[src/rtl/cpu8_pkg.sv]
// rtl/cpu8_pkg.sv - shared opcode, width and fetch-state definitions for the cpu8 core
package cpu8_pkg;

    localparam int PC_W    = 8;
    localparam int INSTR_W = 8;

    localparam logic [2:0] OP_LI   = 3'b000;
    localparam logic [2:0] OP_LW   = 3'b001;
    localparam logic [2:0] OP_SW   = 3'b010;
    localparam logic [2:0] OP_ADDI = 3'b011;
    localparam logic [2:0] OP_BEQ  = 3'b100;
    localparam logic [2:0] OP_SLTI = 3'b101;
    localparam logic [2:0] OP_ADD  = 3'b110;
    localparam logic [2:0] OP_J    = 3'b111;

    typedef enum logic [1:0] {
        FETCH = 2'd0,
        HOLD  = 2'd1,
        FLUSH = 2'd2
    } fetch_state_t;

endpackage

[src/rtl/instr_fetch.sv]
// rtl/instr_fetch.sv - single-issue byte fetch unit with decoder handshake and branch redirect
// Optional: FETCH_JUMP_EARLY_EN resolves j instructions at fetch time.
module instr_fetch
    import cpu8_pkg::*;
(
    input  logic               clk,
    input  logic               rst_n,
    output logic               imem_req,
    output logic [PC_W-1:0]    imem_addr,
    input  logic               imem_ack,
    input  logic [INSTR_W-1:0] imem_rdata,
    output logic [INSTR_W-1:0] instr,
    output logic               instr_valid,
    output logic [PC_W-1:0]    instr_pc,
    input  logic               dec_ready,
    output logic               li_phase,
    input  logic               redirect_valid,
    input  logic [PC_W-1:0]    redirect_pc
);

    fetch_state_t    state;
    logic [PC_W-1:0] pc;
    logic [PC_W-1:0] pc_next;
    logic [PC_W-1:0] flush_addr;
    logic            active;
    logic            ack_fire;

    // active keeps imem_req low for the first cycle out of reset
    assign imem_req  = active && (state != HOLD);
    assign imem_addr = (state == FLUSH) ? flush_addr : pc;
    assign ack_fire  = imem_req && imem_ack;

    always_comb begin
        pc_next = pc;
        if (redirect_valid) begin
            pc_next = redirect_pc;
        end else if (state == FETCH && ack_fire) begin
`ifdef FETCH_JUMP_EARLY_EN
            pc_next = (imem_rdata[7:5] == OP_J) ? {pc[PC_W-1:5], imem_rdata[4:0]}
                                                : pc + 8'd1;
`else
            pc_next = pc + 8'd1;
`endif
        end
    end

    always_ff @(posedge clk or negedge rst_n) begin
        if (!rst_n) begin
            state       <= FETCH;
            pc          <= 8'h00;
            flush_addr  <= 8'h00;
            active      <= 1'b0;
            instr       <= 8'h00;
            instr_pc    <= 8'h00;
            instr_valid <= 1'b0;
            li_phase    <= 1'b0;
        end else begin
            active <= 1'b1;
            pc     <= pc_next;
            if (redirect_valid) begin
                instr_valid <= 1'b0;
                li_phase    <= 1'b0;
                case (state)
                    // an unanswered request must be drained at its original address
                    FETCH: begin
                        if (imem_req && !imem_ack) begin
                            state      <= FLUSH;
                            flush_addr <= pc;
                        end else begin
                            state <= FETCH;
                        end
                    end
                    HOLD:    state <= FETCH;
                    default: state <= FLUSH;
                endcase
            end else begin
                case (state)
                    FETCH: begin
                        if (ack_fire) begin
                            instr       <= imem_rdata;
                            instr_pc    <= pc;
                            instr_valid <= 1'b1;
                            state       <= HOLD;
                        end
                    end
                    HOLD: begin
                        if (dec_ready) begin
                            instr_valid <= 1'b0;
                            if (instr[7:5] == OP_LI) begin
                                li_phase <= ~li_phase;
                            end
                            state <= FETCH;
                        end
                    end
                    FLUSH: begin
                        if (ack_fire) begin
                            state <= FETCH;
                        end
                    end
                    default: state <= FETCH;
                endcase
            end
        end
    end

endmodule

[config.mk]
export PLATFORM = sky130hd
export DESIGN_NAME = instr_fetch
export DESIGN_NICKNAME = d
export VERILOG_FILES = /design/src/rtl/cpu8_pkg.sv /design/src/rtl/instr_fetch.sv
export SDC_FILE = /design/constraint.sdc
export NUM_CORES = 1
export LEC_CHECK = 0
export CAP_MARGIN = 40
export CORE_UTILIZATION = 51
export CTS_CLUSTER_DIAMETER = 120
export CTS_CLUSTER_SIZE = 14
export DETAILED_ROUTE_END_ITERATION = 16
export GPL_TIMING_DRIVEN = 0
export PLACE_DENSITY_LB_ADDON = 0.25
export SETUP_SLACK_MARGIN = 0.5
export SLEW_MARGIN = 10
export SYNTH_ARGS = -nofsm -noshare
export SYNTH_HDL_FRONTEND = slang
export SYNTH_SLANG_ARGS = --single-unit
[constraint.sdc]
create_clock -name clk -period 2.95 [get_ports clk]
set_input_delay 0.295 -clock clk [delete_from_list [all_inputs] [get_ports clk]]
set_output_delay 0.295 -clock clk [all_outputs]
set_load 0.02 [all_outputs]
; Word-level counts from Yosys, hierarchy flattened
; Index checks and enable logic that the tools add are counted.
[totals]
out_inout_bits = 27
register_bits = 37
[op_classes]
bitwise_logic = 2
n_eq_ne = 6
add_sub_neg = 1
n_mux = 18
n_reduce_logical = 17
[op_table]
columns = cell, count
row1 = 8-bit 2-to-1 mux, 3
row2 = 3-bit AND reduction, 5
row3 = 2-bit 2-to-1 mux, 5
row4 = "3-bit != test, second input constant", 3
row5 = "8-bit by 1-bit adder with 8-bit output, second input constant", 1
row6 = 2-bit nonzero test, 4
row7 = 1-bit 2-to-1 mux, 7
row8 = 2-bit one-hot mux with 3 select lines, 1
row9 = 1-bit logical AND, 4
row10 = 2-bit one-hot mux with 2 select lines, 1
row11 = 3-bit logical NOT, 1
row12 = 3-bit nonzero test, 1
row13 = "2-bit by 1-bit == test with 1-bit output, second input constant", 1
row14 = "2-bit == test, second input constant", 1
row15 = 2-bit logical NOT, 1
row16 = "2-bit by 1-bit != test with 1-bit output, second input constant", 1
row17 = 1-bit inverter, 2
row18 = 1-bit one-hot mux with 2 select lines, 1
row19 = 1-bit logical NOT, 1

; Logic depth before layout (Yosys ltp)
[logic_depth]
depth_word = 6
mapped_depth = 5

; Worst setup path after synthesis
; Ideal clock, no wire load.
[synth_timing]
kind = reg2reg
startpoint = reg state[0]
endpoint = reg instr[0]
stages_incl_launch_ff = 6
slack_ps = 1365
required_ps = 2825
arrival_ps = 1460
cell_sequence = dfrtp_1 -> buf_6 -> nand4bb_4 -> nor2_2 -> buf_4 -> mux2_2
[synth_between]
elab_chain_len = 4
[synth_rtl]
columns = element, line_no
row1 = start: declaration, instr_fetch.sv:21  ; fetch_state_t state;
row2 = start signal: assignment, instr_fetch.sv:49  ; state <= FETCH;
row3 = start signal: assignment, instr_fetch.sv:67  ; state <= FLUSH;
row4 = start signal: assignment, instr_fetch.sv:70  ; state <= FETCH;
row5 = 2-bit by 1-bit != test with 1-bit output, instr_fetch.sv:29  ; assign imem_req = active && (state != HOLD);
row6 = 1-bit logical AND, instr_fetch.sv:29
row7 = 1-bit logical AND, instr_fetch.sv:31  ; assign ack_fire = imem_req && imem_ack;
row8 = 3-bit AND reduction (no line) (*), n/a
row9 = end signal: assignment, instr_fetch.sv:80  ; instr <= imem_rdata;
row10 = end: declaration, instr_fetch.sv:12  ; output logic [INSTR_W-1:0] instr,
; Mark *: on every way between the ends. The rest lies on a longest branch, timed or not.
; A chain may end at the register's enable or synchronous reset.

; Final worst setup path
[layout_timing]
startpoint = reg state[0]
endpoint = out imem_addr[4]
[layout_between]
elab_chain_len = 2
[layout_rtl]
columns = element, line_no
row1 = 2-bit == test, instr_fetch.sv:30  ; assign imem_addr = (state == FLUSH) ? flush_addr : pc;
row2 = 8-bit 2-to-1 mux, instr_fetch.sv:30
row3 = end: declaration, instr_fetch.sv:9  ; output logic [PC_W-1:0] imem_addr,
; No other way between the ends.

==> results.sh <==
export IMPL_grt_remaining_overflow=0
export IMPL_avgSynthCellArea_um2=12.43
export IMPL_fin_crit_sh_pct=76.25
export IMPL_rsz0062_at_grt="false"
export IMPL_whs_ns=0.04224
export IMPL_finalSetupViolations=0
export IMPL_switching_share_pct=33.23
export IMPL_dieWidth_um=60.84
export IMPL_cts_hold_buffers=0
export IMPL_synth_mux_area_share_pct=20.98
export IMPL_dr_pass1_iters=5
export IMPL_gp_congestion=0.8337
export IMPL_drive_gt1_share_pct=23.35
export IMPL_cp_data_required_time_ns=2.65
export IMPL_ys_top_cells_by_area="dfrtp_1, mux2_2, nand2_1, or4_1, nand4bb_4"
export IMPL_synth_fa_ha_area_share_pct=0.7087
export IMPL_path_clk_slew_ns=0.10
export IMPL_maxSlewHeadroom_pct=46.06
export IMPL_drt_iter0_drc=55
export IMPL_status="finished, final reports clean"
export IMPL_synth_edf_count=0
export IMPL_maxSlewViolCount=0
export IMPL_r2r_end="instr[5]$_DFFE_PN0P_"
export IMPL_hp_class="in2async"
export IMPL_cts_sinks=37
export IMPL_finalPower_mw=1.730
export IMPL_rows=20
export IMPL_power_density_nw_per_um2=734.6
export IMPL_synth_fp_nets=164
export IMPL_htree_levels=2
export IMPL_dr_total_vias=1326
export IMPL_clkPwrFrac_pct=14.2
export IMPL_async_flop_share_pct=100.0
export IMPL_yosysUniqueCellTypes=39
export IMPL_viasPerCell=5.502
export IMPL_pre_cts_ws_ns=0.7234
export IMPL_synth_compound_area_share_pct=7.016
export IMPL_synth_xor_area_share_pct=0.4961
export IMPL_die_h_um=60.84
export IMPL_post_dp_hpwl_um=2630
export IMPL_final_hold_viol_count=0
export IMPL_pwr_share_comb_pct=41.9
export IMPL_postCtsSetupRepairBufs=0
export IMPL_area_growth_pct=33.38
export IMPL_leakage_nw=1.026
export IMPL_ir_drop_uv=481.7
export IMPL_cts_root_buf="clkbuf_4"
export IMPL_synth_simple_area_share_pct=15.10
export IMPL_path_class="reg2out"
export IMPL_path_max_fanout=10
export IMPL_r2r_start="state[1]$_DFFE_PN0P_"
export IMPL_grt_total_usage_pct=22.26
export IMPL_ant_nets=0
export IMPL_worst_pin_slew_ns=0.8090
export IMPL_ys_flop_type="dfrtp_1"
export IMPL_n_antenna_cell=0
export IMPL_synth_seq_cells=37
export IMPL_ys_seq_area_share_pct=52.45
export IMPL_layout_filler_cells=227
export IMPL_synth_area_um2=1765
export IMPL_syn_inst=142
export IMPL_r2r_slack_ns=1.04
export IMPL_nets=218
export IMPL_setup_ws_ns=0.7007
export IMPL_placedInstanceArea_um2=2286
export IMPL_start_util_pct=55.55
export IMPL_p_switching_uw=574.8
export IMPL_synth_top_cell_area_share_pct=52.45
export IMPL_max_freq_mhz=444.6
export IMPL_yosysWarnings=0
export IMPL_design_area_um2=2355
export IMPL_cts_tree="yes"
export IMPL_grt_first_pass_wirelength_um=5802
export IMPL_numCtsBuffers=5
export IMPL_grt_pass1_vias=1338
export IMPL_grt_start_max_net_pins=38
export IMPL_cap_violations=0
export IMPL_antenna_found_initial=0
export IMPL_finalSetupTns_ns=0
export IMPL_totalWireLength_um=3674
export IMPL_synth_top_family_by_area="multiplexers"
export IMPL_die_area_um2=3701
export IMPL_crit_path_end_kind="output port"
export IMPL_route_detailed_drc=0
export IMPL_clock_latency_ns=0.33
export IMPL_port_buffers=47
export IMPL_fin_crit_ns=2.249
export IMPL_worstPathArrival_ns=1.95
export IMPL_io_pins=48
export IMPL_start_kind="flop"
export IMPL_core_area_um2=3178
export IMPL_clockBufferDepth=2
export IMPL_wl_per_cell_um=15.24
export IMPL_synth_top_cell_by_area="dfrtp_1"
export IMPL_r2r_cells=4
export IMPL_p_seq_share_pct=43.8
export IMPL_p_int_mw=1.155
export IMPL_skew_ns=0.01002
==> synth_stat cells (2+ instances only) <==
cell,count
o31ai_1,2
buf_6,2
nor2_1,3
dfrtp_1,37
a31oi_1,2
nor4b_1,2
nand2_1,11
o21ai_0,5
nand3_1,5
nand2b_1,2
inv_1,3
nor3b_1,2
a21oi_1,3
or4_1,5
o211ai_1,2
clkbuf_1,2
mux2_2,32
==> power by group through the flow <==
| stage | logic (mW) | registers [mW] | clock network [mW] |
|---|---|---|---|
| finish | 0.726 | 0.758 | 0.246 |
| detailed placement | 0.738 | 0.769 | 0 |
| global placement | 0.723 | 0.754 | 0 |
| CTS | 0.745 | 0.757 | 0.254 |
| floorplan | 0.292 | 0.860 | 0 |
| global route | 0.780 | 0.778 | 0.276 |
==> area by class of cell <==
cell class | count | area (µm²) | share of cell area, %
Sequential cell | 37 | 925.9 | 39.32
Multi-Input combinational cell | 96 | 785.8 | 33.37
Timing Repair Buffer | 47 | 483.0 | 20.51
Tap cell | 44 | 55.05 | 2.338
Clock buffer | 8 | 48.80 | 2.072
Buffer | 6 | 45.04 | 1.913
Inverter | 3 | 11.26 | 0.4782
==> critical path, cell delays in order (launching register included) <==
cell,delay (ns)
dfrtp_1,0.39
buf_6,0.13
and2b_1,0.19
buf_4,0.18
nand2_1,0.06
o21ai_0,0.06
clkdlybuf4s50_1,0.62
==> how the worst max path moves through the flow <==
stage	cells past startpoint	slack, ns	startpoint	endpoint
4_1_cts	5	0.53	state[0]$_DFFE_PN0P_	imem_addr[1]
6_report	6	0.70	state[0]$_DFFE_PN0P_	imem_addr[4]
2_1_floorplan	5	1.37	state[0]$_DFFE_PN0P_	instr[0]$_DFFE_PN0P_
3_3_place_gp	5	0.76	imem_ack	instr[2]$_DFFE_PN0P_
5_1_grt	6	0.60	state[0]$_DFFE_PN0P_	imem_addr[4]
3_5_place_dp	5	0.72	imem_ack	instr[4]$_DFFE_PN0P_
==> layout by cell type (no fill, tap or decap), types with 2 or more instances in the layout <==
cell	instances
inv_1	3
dlymetal6s2s_1	7
buf_6	2
mux2_2	32
nand2_1	11
nand2b_1	2
or4_1	5
nor2_1	3
nor4b_1	2
a21oi_1	3
a31oi_1	2
nor3b_1	2
nand3_1	5
clkdlybuf4s50_1	39
buf_4	2
o211ai_1	2
o21ai_0	5
o31ai_1	2
clkbuf_1	5
dfrtp_1	37
clkbuf_4	5
==> flip-flops by register name (all words and copies together), names as in the netlist <==
register	count
pc	8
li_phase	1
instr_valid	1
active	1
state	2
instr_pc	8
flush_addr	8
instr	8
==> layer usage <==
metal	global-route usage, %	vias up	share of wire (%)
met1	26.04	645	42
met5	0	-	0
li1	-	628	-
met3	8.102	7	5.6
met2	36.73	46	51
met4	10.06	0	1.5
==> per-stage QoR <==
step | utilization, % | std cells
finish | 74.09 | 241
global route | 74.09 | 241
CTS | 73.54 | 241
detailed placement | 71.93 | 233
global placement | 72.09 | 233
floorplan | - | 142
==> logic make-up (layout without fill, tap and decap cells) <==
| family | Yosys count | after routing |
|---|---|---|
| AND/OR/NAND/NOR | 41 | 41 |
| buffers and inverters | 9 | 64 |
| XOR/XNOR | 1 | 1 |
| adder cells (fa/ha/maj) | 1 | 1 |
| flip-flops | 37 | 37 |
| multiplexers | 33 | 33 |
| AO/OA/AOI/OAI | 19 | 19 |
| other | 1 | 1 |
==> timing repair <==
item,4_1_cts,5_1_grt
endpoints found under the setup margin,7,7
resized for setup,1,7
hold endpoints to repair,0,0
cloned,0,0
Power figures use the tool's default switching activity.
